==> src/rtl/fetch_stage_if.sv <==
// Instruction-memory handshake between the fetch stage (master) and the memory (slave).
interface fetch_stage_if;
    logic        imem_req;
    logic [31:0] imem_addr;
    logic        imem_ack;
    logic [31:0] imem_rdata;

    modport master (
        output imem_req,
        output imem_addr,
        input  imem_ack,
        input  imem_rdata
    );

    modport slave (
        input  imem_req,
        input  imem_addr,
        output imem_ack,
        output imem_rdata
    );
endinterface

==> src/rtl/fetch_stage.sv <==
// Instruction fetch stage: drives a request/ack instruction memory and fills the IF/ID register.
//
// state   | meaning
// --------+----------------------------------------------------------------
// ST_REQ  | request to pc_q outstanding; ack loads IF/ID (or skid if stalled)
// ST_HOLD | response parked in skid buffer while decode is stalled; no request
// ST_KILL | response to kill_addr still owed by memory; it will be dropped
module fetch_stage #(
    parameter logic [31:0] RESET_PC  = 32'h0000_0000,
    parameter logic [31:0] NOP_INSTR = 32'h0000_0000
) (
    input  logic              clk,
    input  logic              rst_n,
    input  logic              stall,
    input  logic              redirect_valid,
    input  logic [31:0]       redirect_pc,
    fetch_stage_if.master     imem,
    output logic              if_valid,
    output logic [31:0]       if_pc,
    output logic [31:0]       if_instr,
    output logic [31:0]       if_pc_plus4
);

    typedef enum logic [1:0] {
        ST_REQ  = 2'd0,
        ST_HOLD = 2'd1,
        ST_KILL = 2'd2
    } state_t;

    localparam logic [31:0] RESET_PC_ALIGNED = RESET_PC & ~32'h3;

    state_t      state, state_nx;
    logic [31:0] pc_q, pc_nx;
    logic [31:0] kill_addr, kill_addr_nx;
    logic [31:0] skid_pc, skid_pc_nx;
    logic [31:0] skid_instr, skid_instr_nx;
    logic        valid_q, valid_nx;
    logic [31:0] ifpc_q, ifpc_nx;
    logic [31:0] ifinstr_q, ifinstr_nx;

    logic [31:0] redirect_target;
    logic [31:0] pc_inc;

    // Clearing the low bits with a mask keeps every redirect_pc bit in use.
    assign redirect_target = redirect_pc & ~32'h3;
    assign pc_inc          = pc_q + 32'd4;

    // Request is gated by rst_n so it drops the moment reset asserts, abandoning any pending fetch.
    assign imem.imem_req  = rst_n && (state != ST_HOLD);
    assign imem.imem_addr = (state == ST_KILL) ? kill_addr : pc_q;

    assign if_valid    = valid_q;
    assign if_pc       = ifpc_q;
    assign if_instr    = ifinstr_q;
    assign if_pc_plus4 = ifpc_q + 32'd4;

    // State register and all datapath registers.
    always_ff @(posedge clk or negedge rst_n) begin
        if (!rst_n) begin
            state      <= ST_REQ;
            pc_q       <= RESET_PC_ALIGNED;
            kill_addr  <= 32'h0;
            skid_pc    <= 32'h0;
            skid_instr <= NOP_INSTR;
            valid_q    <= 1'b0;
            ifpc_q     <= 32'h0;
            ifinstr_q  <= NOP_INSTR;
        end else begin
            state      <= state_nx;
            pc_q       <= pc_nx;
            kill_addr  <= kill_addr_nx;
            skid_pc    <= skid_pc_nx;
            skid_instr <= skid_instr_nx;
            valid_q    <= valid_nx;
            ifpc_q     <= ifpc_nx;
            ifinstr_q  <= ifinstr_nx;
        end
    end

    // Next-state and next-datapath logic; redirect outranks stall and ack.
    always_comb begin
        state_nx      = state;
        pc_nx         = pc_q;
        kill_addr_nx  = kill_addr;
        skid_pc_nx    = skid_pc;
        skid_instr_nx = skid_instr;
        valid_nx      = valid_q;
        ifpc_nx       = ifpc_q;
        ifinstr_nx    = ifinstr_q;

        if (redirect_valid) begin
            valid_nx      = 1'b0;
            ifinstr_nx    = NOP_INSTR;
            skid_pc_nx    = 32'h0;
            skid_instr_nx = NOP_INSTR;
            pc_nx         = redirect_target;
            case (state)
                ST_REQ: begin
                    if (!imem.imem_ack) begin
                        state_nx     = ST_KILL;
                        kill_addr_nx = pc_q;
                    end else begin
                        state_nx = ST_REQ;
                    end
                end
                // An ack arriving alongside the redirect settles the old request.
                ST_KILL: state_nx = imem.imem_ack ? ST_REQ : ST_KILL;
                default: state_nx = ST_REQ;
            endcase
        end else begin
            case (state)
                ST_REQ: begin
                    if (imem.imem_ack) begin
                        pc_nx = pc_inc;
                        if (stall) begin
                            skid_pc_nx    = pc_q;
                            skid_instr_nx = imem.imem_rdata;
                            state_nx      = ST_HOLD;
                        end else begin
                            valid_nx   = 1'b1;
                            ifpc_nx    = pc_q;
                            ifinstr_nx = imem.imem_rdata;
                        end
                    end else if (!stall) begin
                        valid_nx   = 1'b0;
                        ifinstr_nx = NOP_INSTR;
                    end
                end
                ST_HOLD: begin
                    if (!stall) begin
                        valid_nx   = 1'b1;
                        ifpc_nx    = skid_pc;
                        ifinstr_nx = skid_instr;
                        state_nx   = ST_REQ;
                    end
                end
                ST_KILL: begin
                    if (!stall) begin
                        valid_nx   = 1'b0;
                        ifinstr_nx = NOP_INSTR;
                    end
                    if (imem.imem_ack) begin
                        state_nx = ST_REQ;
                    end
                end
                default: state_nx = ST_REQ;
            endcase
        end
    end

endmodule

==> src/flat_wrapper.sv <==
// flat-port wrapper written by rule: the top's interface ports become plain ports
module fetch_stage_flat 
#(
    parameter logic [31:0] RESET_PC  = 32'h0000_0000,
    parameter logic [31:0] NOP_INSTR = 32'h0000_0000
)
  (clk, rst_n, stall, redirect_valid, redirect_pc, if_valid, if_pc, if_instr, if_pc_plus4, imem_imem_req, imem_imem_addr, imem_imem_ack, imem_imem_rdata);
  fetch_stage_if imem_i ();
  input  logic clk;
  input  logic rst_n;
  input  logic stall;
  input  logic redirect_valid;
  input  logic [31:0] redirect_pc;
  output logic if_valid;
  output logic [31:0] if_pc;
  output logic [31:0] if_instr;
  output logic [31:0] if_pc_plus4;
  output wire logic [$bits(imem_i.imem_req)-1:0] imem_imem_req;
  output wire logic [$bits(imem_i.imem_addr)-1:0] imem_imem_addr;
  input wire logic [$bits(imem_i.imem_ack)-1:0] imem_imem_ack;
  input wire logic [$bits(imem_i.imem_rdata)-1:0] imem_imem_rdata;
  assign imem_imem_req = imem_i.imem_req;
  assign imem_imem_addr = imem_i.imem_addr;
  assign imem_i.imem_ack = imem_imem_ack;
  assign imem_i.imem_rdata = imem_imem_rdata;
  fetch_stage #(.RESET_PC(RESET_PC), .NOP_INSTR(NOP_INSTR)) u_core (.clk(clk), .rst_n(rst_n), .stall(stall), .redirect_valid(redirect_valid), .redirect_pc(redirect_pc), .imem(imem_i), .if_valid(if_valid), .if_pc(if_pc), .if_instr(if_instr), .if_pc_plus4(if_pc_plus4));
endmodule
==> config.mk <==
export PLATFORM = sky130hd
export DESIGN_NAME = fetch_stage_flat
export DESIGN_NICKNAME = d
export VERILOG_FILES = /design/src/rtl/fetch_stage_if.sv /design/src/rtl/fetch_stage.sv /design/src/flat_wrapper.sv
export SDC_FILE = /design/constraint.sdc
export NUM_CORES = 1
export LEC_CHECK = 0
export ABC_AREA = 1
export CORE_UTILIZATION = 45
export CTS_CLUSTER_DIAMETER = 200
export DETAILED_ROUTE_END_ITERATION = 8
export PLACE_DENSITY_LB_ADDON = 0.3
export SLEW_MARGIN = 10
export SYNTH_ARGS = -nofsm -noshare
export SYNTH_HDL_FRONTEND = slang
export SYNTH_SLANG_ARGS = --single-unit
==> constraint.sdc <==
create_clock -name clk -period 2.4 [get_ports clk]
set_input_delay 0.24 -clock clk [delete_from_list [all_inputs] [get_ports clk]]
set_output_delay 0.24 -clock clk [all_outputs]
set_load 0.05 [all_outputs]
==> flow_summary.ini <==
[logic_synthesis]
synth_top_flop_cell = dfrtp_1
synthArstFlopShare = 1.00
synth_top_area_cell = dfrtp_1
synth.distinct_cells = 38
synth_top_family_by_area = simple AND/OR/NAND/NOR gates
seq_area_frac_synth = 0.433
synth_compound_area_frac = 0.197
yosysMostFrequentCell = nand2_1
syn-mean-instance-area_um2 = 7.29
synth_common_cells = nand2_1, dfrtp_1, inv_1
syn_area_mm2 = 0.0109
synth.ff_latch_count = 189
syn_inst = 1498
yosys.area.top_type_share = 0.433
synthTopCellsByArea = dfrtp_1, nand2_1, o21ai_0, inv_1, nor2_1
synth_edf_count = 0
synth-xor-area-share = 0.0201
yosys.area_share.adder = 0.00573
yosys.area_share.simple = 0.239
muxShareOfSynthArea = 0
ys_warn_count = 0

[routing]
antenna_left = 0
vias = 10700
vias_per_cell = 5.36
dr.first_iter.drc_count = 1168
drcViolationCount = 0
dr.pass1.iters = 5
wl_um = 31800
wl_per_cell_um = 16.0

[floorplanning]
die_area_mm2 = 0.0249
die_w_um = 158
core_area_mm2 = 0.0236
io_pins = 199
initial_core_util = 0.462
die_y_um = 158
num_rows = 56

[placement]
dp_hpwl_um = 22400
placed_area_mm2 = 0.0138
gp_congestion = 1.00
pre_cts_slack_ns = 0.349
portBuffers = 194

[sta]
timing.final.ws_setup_ns = 0.0626
max_slew_margin = 0.571
finalClockSkew_ns = 0.0108
fmax_ghz = 0.428
worst_pin_slew_ns = 0.643
finalHoldViolations = 0
maxSlewViolCount = 0
rsz0062_at_grt = yes
fin_crit_ns = 2.34
setup_viol = 0
finalCritPeriodShare = 0.974

[grt]
grt_pass1_vias = 10100
antenna_found_initial = 1
grt-ovfl-total = 0
grt_usage = 0.265
grt_pass1_wl_um = 51400
grt_max_degree = 96

[worst_setup_path]
path_class = register to output port
cp-end-kind = output port
required_ns = 2.16
cpMaxStageDelayCell = dfrtp_2
crit_arrival_ns = 2.10
critPathMaxFanout = 4
crit_chain = ha_2 -> nand2_1 -> nor2_2 -> inv_1 -> nor2_2 -> nand2_1 -> xor2_2 -> buf_12
critPathBufInv = 2
crit_path_start_kind = register
max_stage_delay_ns = 0.40
cpLargestDelayFamily = simple AND/OR/NAND/NOR gates

[clocking]
cts_tree = built
cts_max_level = 4
clock-root-buffer = clkbuf_16
cts_made_buffers = 17
clkSinkCount = 189
clock_path_buffers = 2
clk_pin_slew_ns = 0.07
clk_latency_ns = 0.44

[worst_hold_path]
hold_path.class = input pin to register

[pwr]
ir_worst_vdd_uv = 882
power.leakage_nw = 6.38
power_density_mw_per_mm2 = 1410
total_power_mw = 20.4

[layout]
fin_util = 0.615
syn_to_final_growth_pct = 33.1
fin_nets = 1730
final_design_area_no_fill_mm2 = 0.0145
drive_above_1_share = 0.116

[status]
outcome = complete, no violations

[run]
max-cap-violations = 0
cell families (layout without fill, tap and decap cells):
| logic type | Yosys count | count (layout) |
|---|---|---|
| and+or+nand+nor | 645 | 645 |
| AOI/OAI and AO/OA | 361 | 361 |
| buffers and inverters | 272 | 442 |
| DFF | 189 | 189 |
| xor gates and xnor gates | 25 | 25 |
| adders and majority gates | 5 | 5 |
| other | 1 | 3 |
what timing repair did:
action	CTS	global route
pin swaps	0	1
hold endpoints to repair	110	0
hold buffers	1	0
gates resized for setup	11	23
setup buffers	0	1
setup endpoints to repair	9	36
per-layer routing:
metal / part of all wire / GRT usage / vias to the layer above
met5: 0 / 0 / -
met4: 0.018 / 0.0786 / 0
met3: 0.084 / 0.0463 / 50
met2: 0.45 / 0.413 / 476
met1: 0.45 / 0.377 / 4967
li1: - / - / 5162
cell type report:
| type | count | area [um2] |
|---|---|---|
| clock inverters | 14 | 169 |
| clock buffers | 18 | 439 |
| flip-flops and latches | 189 | 4740 |
| fillers | 2017 | 9090 |
| diodes | 1 | 2.50 |
| inverters | 183 | 691 |
| well taps | 319 | 399 |
| multi-input cells | 1038 | 5300 |
| repair buffers | 227 | 2790 |
path summary, 6_finish.rpt:
| path | startpoint | end | slack [ns] | cells after the start |
|---|---|---|---|---|
| setup / recovery | u_core.if_pc[2]$_DFFE_PN0P_ | if_pc_plus4[30] | 0.06 | 8 |
| hold / removal | redirect_valid | u_core.pc_q[3]$_DFFE_PN0P_ | 0.21 | 3 |
| setup reg to reg | u_core.state[1]$_DFFE_PN0P_ | u_core.if_instr[3]$_DFFE_PN0P_ | 0.28 | 7 |
| hold reg to reg | u_core.skid_pc[23]$_DFFE_PN0P_ | u_core.skid_pc[23]$_DFFE_PN0P_ | 0.47 | 2 |
| max in group asynchronous | rst_n | u_core.skid_instr[29]$_DFFE_PN0P_ | 1.40 | 3 |
| min in group asynchronous | rst_n | u_core.skid_instr[21]$_DFFE_PN0P_ | 0.47 | 3 |
power by group:
part           leakage (nW)  total, mW  internal, mW  switching [mW]
combinational          3.78       12.2          4.49            7.72
sequential             2.31       5.27          4.29           0.973
clock                 0.291       2.96          1.61            1.36
total                  6.38       20.4          10.4            10.1
worst register-to-register path, stage by stage (launching register included):
cell and delay, ns:
dfrtp_1 0.41, inv_1 0.11, ha_1 0.19, buf_4 0.40, nand3_1 0.24, nand3_1 0.13
buf_4 0.34, o21ai_0 0.17
through the flow:
stage | setup TNS [ns] | hold WS (ns) | instances
after floorplan | 0 | -0.0556 | 1499
after global placement | 0 | 0.403 | 1954
after detailed placement | 0 | 0.402 | 1954
after CTS | 0 | 0.203 | 1987
after global routing | -0.0251 | 0.244 | 1989
final | 0 | 0.214 | 1989
state kept, by name (all words and copies together) (netlist names):
register,flops
u_core.if_instr,32
u_core.skid_instr,32
u_core.if_pc,31
u_core.skid_pc,31
u_core.kill_addr,30
u_core.pc_q,30
u_core.state,2
u_core.if_valid,1
cell usage in the layout (no fill, tap or decap), drive strengths merged, types with 23 or more instances in the layout:
| cell | netlist | routed |
|---|---|---|
| a21oi | 50 | 50 |
| buf | 49 | 91 |
| clkdlybuf4s50 | 0 | 134 |
| dfrtp | 189 | 189 |
| inv | 182 | 190 |
| nand2 | 394 | 394 |
| nand3 | 79 | 79 |
| nor2 | 145 | 145 |
| o211ai | 23 | 23 |
| o21a | 39 | 39 |
| o21ai | 194 | 194 |
| xor2 | 25 | 25 |
Power figures use the tool's default switching activity.
